### src/rtl/csc_uart_out.sv
// Serial output port for the Crazy Small CPU. Snoops the RAM write bus and
// builds a byte from two nibble writes: one to HI_ADDR and one to LO_ADDR.
// Completed bytes go into a small FIFO and are sent as 8N1 frames on txd.
module csc_uart_out #(
    parameter int unsigned CLKS_PER_BIT = 16,
    parameter logic [7:0]  HI_ADDR      = 8'hFE,
    parameter logic [7:0]  LO_ADDR      = 8'hFF,
    parameter int unsigned FIFO_DEPTH   = 4
) (
    input  logic       clk,
    input  logic       reset,
    input  logic       RAMwrite,
    input  logic [7:0] address,
    input  logic [3:0] data,
    output logic       txd,
    output logic       busy,
    output logic       full,
    output logic       dropped
);

    localparam int unsigned AW = $clog2(FIFO_DEPTH);
    localparam int unsigned PW = AW + 1;
    localparam int unsigned TW = $clog2(CLKS_PER_BIT);
    localparam logic [TW-1:0] TIMER_LAST = TW'(CLKS_PER_BIT - 1);

    typedef enum logic [1:0] {
        IDLE,
        START,
        DATA,
        STOP
    } state_t;

    state_t        state;
    logic [TW-1:0] timer;
    logic [2:0]    idx;
    logic [2:0]    idx_inc;
    logic [7:0]    shift;

    logic [3:0]    hinib;
    logic [7:0]    mem [FIFO_DEPTH];
    logic [PW-1:0] wptr;
    logic [PW-1:0] rptr;
    logic [PW-1:0] wptr_nxt;
    logic [PW-1:0] rptr_nxt;
    logic          empty;
    logic          push_req;
    logic          push;
    logic          pop;
    logic          drop;

    // FIFO status and push/pop decisions for this cycle.
    always_comb begin
        empty    = (wptr == rptr);
        push_req = RAMwrite && (address == LO_ADDR);
        pop      = (state == IDLE) && !empty;
        // A push into a full FIFO is still accepted when the head leaves this cycle.
        push     = push_req && (!full || pop);
        drop     = push_req && full && !pop;
        wptr_nxt = push ? wptr + PW'(1) : wptr;
        rptr_nxt = pop ? rptr + PW'(1) : rptr;
        idx_inc  = idx + 3'd1;
        busy     = (state != IDLE) || !empty;
    end

    // Nibble capture, FIFO pointers, full and sticky overflow flags.
    always_ff @(posedge clk) begin
        if (reset) begin
            hinib   <= 4'd0;
            wptr    <= '0;
            rptr    <= '0;
            full    <= 1'b0;
            dropped <= 1'b0;
        end else begin
            if (RAMwrite && (address == HI_ADDR)) begin
                hinib <= data;
            end
            wptr <= wptr_nxt;
            rptr <= rptr_nxt;
            full <= (wptr_nxt[AW-1:0] == rptr_nxt[AW-1:0]) && (wptr_nxt[AW] != rptr_nxt[AW]);
            if (drop) begin
                dropped <= 1'b1;
            end
        end
    end

    // FIFO storage; contents need no reset because the pointers gate them.
    always_ff @(posedge clk) begin
        if (!reset && push) begin
            mem[wptr[AW-1:0]] <= {hinib, data};
        end
    end

    // Transmit FSM: txd is registered alongside the state it belongs to.
    always_ff @(posedge clk) begin
        if (reset) begin
            state <= IDLE;
            txd   <= 1'b1;
            timer <= '0;
            idx   <= 3'd0;
            shift <= 8'd0;
        end else begin
            case (state)
                IDLE: begin
                    txd   <= 1'b1;
                    timer <= '0;
                    if (!empty) begin
                        shift <= mem[rptr[AW-1:0]];
                        txd   <= 1'b0;
                        state <= START;
                    end
                end
                START: begin
                    if (timer == TIMER_LAST) begin
                        timer <= '0;
                        idx   <= 3'd0;
                        txd   <= shift[0];
                        state <= DATA;
                    end else begin
                        timer <= timer + TW'(1);
                    end
                end
                DATA: begin
                    if (timer == TIMER_LAST) begin
                        timer <= '0;
                        if (idx == 3'd7) begin
                            txd   <= 1'b1;
                            state <= STOP;
                        end else begin
                            idx <= idx_inc;
                            txd <= shift[idx_inc];
                        end
                    end else begin
                        timer <= timer + TW'(1);
                    end
                end
                STOP: begin
                    txd <= 1'b1;
                    if (timer == TIMER_LAST) begin
                        timer <= '0;
                        state <= IDLE;
                    end else begin
                        timer <= timer + TW'(1);
                    end
                end
                default: begin
                    state <= IDLE;
                    txd   <= 1'b1;
                end
            endcase
        end
    end

endmodule

### config.mk
export PLATFORM = sky130hd
export DESIGN_NAME = csc_uart_out
export DESIGN_NICKNAME = d
export VERILOG_FILES = /design/src/rtl/csc_uart_out.sv
export SDC_FILE = /design/constraint.sdc
export NUM_CORES = 1
export LEC_CHECK = 0
export BUFFER_PORTS_ARGS = -buffer_cell sky130_fd_sc_hd__buf_2
export CORE_AREA = 5 5 81 83
export DETAILED_ROUTE_END_ITERATION = 12
export DIE_AREA = 0 0 86 88
export HOLD_SLACK_MARGIN = 0.15
export PLACE_DENSITY = 0.72
export SYNTH_ARGS = -nofsm -noshare
export SYNTH_HDL_FRONTEND = slang
export SYNTH_SLANG_ARGS = --single-unit
### constraint.sdc
create_clock -name clk -period 2.3 [get_ports clk]
set_clock_uncertainty 0.2 [all_clocks]
set_input_delay 0.23 -clock clk [delete_from_list [all_inputs] [get_ports clk]]
set_output_delay 0.23 -clock clk [all_outputs]
set_load 0.02 [all_outputs]
==> summary.txt <==
fin crit share: 1.00
Worst Tran Pin Value: 0.502 ns
clock latency on the worst-skew pair: 0.34 ns
DIE HEIGHT: 88 um
Max VDD drop: 0.000461 V
CP cell instances: ha_4 > ha_4 > mux4_2 > mux2_4 > o21ai_4 > a211oi_2 > a211o_1
vias per std cell: 5.21
most numerous cell in the Yosys netlist: edfxtp_1
PwrDens: 660 nW/um^2
setup bufs post-CTS: 0
I/O pin count: 19
CTS Sinks: 62
post-synthesis net count: 247
most frequent cells after synthesis: edfxtp_1, dfxtp_1, nand2_1, nor2_1, a21oi_1
H-tree levels: 3
# nets final: 288
remaining antenna violation count: 0
clk buf depth: 2
Die X: 86 um
delay-heaviest family, CP: multiplexers
number of synthesized register bits: 62
worst setup path endpoint: txd$_SDFFE_PP1P_
Final WS setup: -0.00385 ns
cells on worst reg2reg path: 7
largest net degree at the start of global routing: 30
Area Overhead vs Synth: 19.8%
Num CTS Buffers: 9
status: finished, violations left
Syn Inst Count: 220
TritonCTS clock tree: done
RSZ-0062 raised after global routing: true
row count: 28
final setup fails: 1
HP Class: flip-flop to flip-flop
DP HPWL: 3310 um
Reg area: 1560 um^2
RR Endpoint: txd$_SDFFE_PP1P_
layout cells sized above 1: 0.267
static leakage power: 1.26 nW
Layout Cells excl Fill: 341
multi-input logic area: 1180 um^2
Placed Cells: 319
critical path depth in cells: 7
port buffer count: 18
MaxCap Viol Count: 0
gpl congestion: 0.786
Post-synth ARST share: 0
GRT Overall Usage: 0.146
crit path max-delay cell type: mux4_2
failing checks: setup timing
share of the synthesized area in the top cell type: 0.349
Synth Warn #: 0
Routed Wire Length: 4870 um
Req. time, crit path: 2.33 ns
syn_area_per_cell: 12.5 um^2
# DRC: 0
Worst R2R Start: idx[0]$_SDFFE_PP0P_
dpl ws: -0.0245 ns
DIE AREA: 7570 um^2
Max Freq: 434 MHz
# diodes: 0
core box area: 5780 um^2
crit-path max FO: 3
Worst Path Arrival: 2.33 ns
crit path launch type: flip-flop
Starting Density: 0.476
wire per inst: 14.3 um
worst path buffer plus inverter count: 0
Synth area leader: edfxtp_1
crit path time final: 2.30 ns
Worst-path clk slew: 0.07 ns
worst setup path startpoint: idx[0]$_SDFFE_PP0P_
drt initial violations: 99
max-slew violations: 0
dominant cells by area after synthesis: edfxtp_1, dfxtp_1, mux4_2, ha_1, nand2_1
Crit. End Element: flip-flop
most frequent CP cell: ha_4
R2R Setup Slk: -0.004 ns
drt pass-1 iters: 4
Seq/Total Area, Yosys: 0.567
number of global-route vias before repair: 1856
via count: 1775
Slew HR: 0.664
Netlist Area Pre-Place: 2750 um^2
CP max stage delay: 0.48 ns
Worst Path Class, Setup: flip-flop to flip-flop
first-pass GRT wire length: 8380 um
total gr overflow: 0
root buf cell: clkbuf_8
Cell variety after synth: 42
initial antenna violation count: 0
Hold Fails Final Rpt: 0
fill count: 489
EDFF count, synth: 32
most used flip-flop cell after synthesis: edfxtp_1
[worst min-delay path by stage]
| stage | start | end | slack (ns) | depth (start not counted) |
|---|---|---|---|---|
| 2_1_floorplan | reset | full$_SDFF_PP0_ | 0.11 | 1 |
| 5_1_grt | shift[7]$_SDFFE_PP0P_ | shift[7]$_SDFFE_PP0P_ | 0.29 | 2 |
| 6_report | shift[2]$_SDFFE_PP0P_ | shift[2]$_SDFFE_PP0P_ | 0.26 | 2 |
| 4_1_cts | shift[2]$_SDFFE_PP0P_ | shift[2]$_SDFFE_PP0P_ | 0.26 | 2 |
| 3_3_place_gp | shift[7]$_SDFFE_PP0P_ | shift[7]$_SDFFE_PP0P_ | 0.25 | 2 |
| 3_5_place_dp | shift[6]$_SDFFE_PP0P_ | shift[6]$_SDFFE_PP0P_ | 0.25 | 2 |
[worst min-delay path: stages, from the launching register on]
cell and delay, ns:
dfxtp_1 0.31, nand2_1 0.05, a21oi_1 0.05
[sequential cells by signal, summed over array words and instances, names as in the netlist]
name	count
mem	32
timer	4
shift	8
hinib	4
wptr	3
dropped	1
rptr	3
full	1
state	2
idx	3
txd	1
[where the power goes]
part | switching [W] | internal (W) | leakage (nW)
logic | 0.0000975 | 0.0000785 | 0.607
clock network | 0.000434 | 0.000391 | 0.0816
registers | 0.00000771 | 0.00117 | 0.572
[cells by family (layout without fill, tap and decap cells)]
kind of cell / count (synthesis) / in the layout / synth area share
simple gates: 67 / 67 / 0.117
flops: 62 / 62 / 0.567
compound gates: 34 / 34 / 0.0877
mux: 18 / 18 / 0.111
buf+inv: 15 / 61 / 0.0214
fa+ha+maj: 12 / 12 / 0.0545
xor+xnor: 12 / 12 / 0.0409
[layout make-up]
type | count | share of cell area
Inverter | 6 | 0.00683
Clock buffer | 9 | 0.0376
Tap cell | 75 | 0.0285
Clock inverter | 7 | 0.0152
Sequential cell | 62 | 0.474
Multi-Input combinational cell | 143 | 0.358
Timing Repair Buffer | 39 | 0.0797
[per-stage QoR]
step	util	TNS [ns]	hold WS (ns)	cell area [um^2]	power [W]
2_1_floorplan	-	0	0.109	2770	0.00131
3_3_place_gp	0.524	0	0.245	3030	0.00136
3_5_place_dp	0.524	-0.0245	0.247	3030	0.00136
4_1_cts	0.569	0	0.258	3290	0.00219
5_1_grt	0.570	-0.0917	0.291	3300	0.00227
6_report	0.570	-0.00385	0.258	3300	0.00218
[cells in the final DEF (no fill, tap or decap), types with 4 or more instances in the layout]
cell type,netlist,final
a21oi_1,17,17
and3_1,5,5
buf_2,2,18
buf_4,0,15
clkbuf_8,0,9
dfxtp_1,30,28
dlygate4sd3_1,0,6
edfxtp_1,32,32
ha_1,12,10
inv_1,6,6
mux2i_1,7,7
mux4_2,10,10
nand2_1,24,24
nand3_1,4,4
nor2_1,18,18
xnor2_1,6,6
xor2_1,5,5
[timing repair]
action	4_1_cts	5_1_grt
hold buffers	6	0
hold endpoints to repair	21	0
pin swaps	4	3
endpoints found under the setup margin	1	2
gates cloned	0	0
gates resized for setup	6	2
[metal layers]
| layer | part of all wire | GRT usage | wire length, um | vias to the layer above |
|---|---|---|---|---|
| met3 | 0.046 | 0.0339 | 224 | 10 |
| met4 | 0.015 | 0.0835 | 75 | 0 |
| li1 | - | - | - | 896 |
| met1 | 0.44 | 0.167 | 2160 | 838 |
| met5 | 0 | 0 | 0 | - |
| met2 | 0.49 | 0.251 | 2410 | 31 |
(Power assumes the default switching activity.)
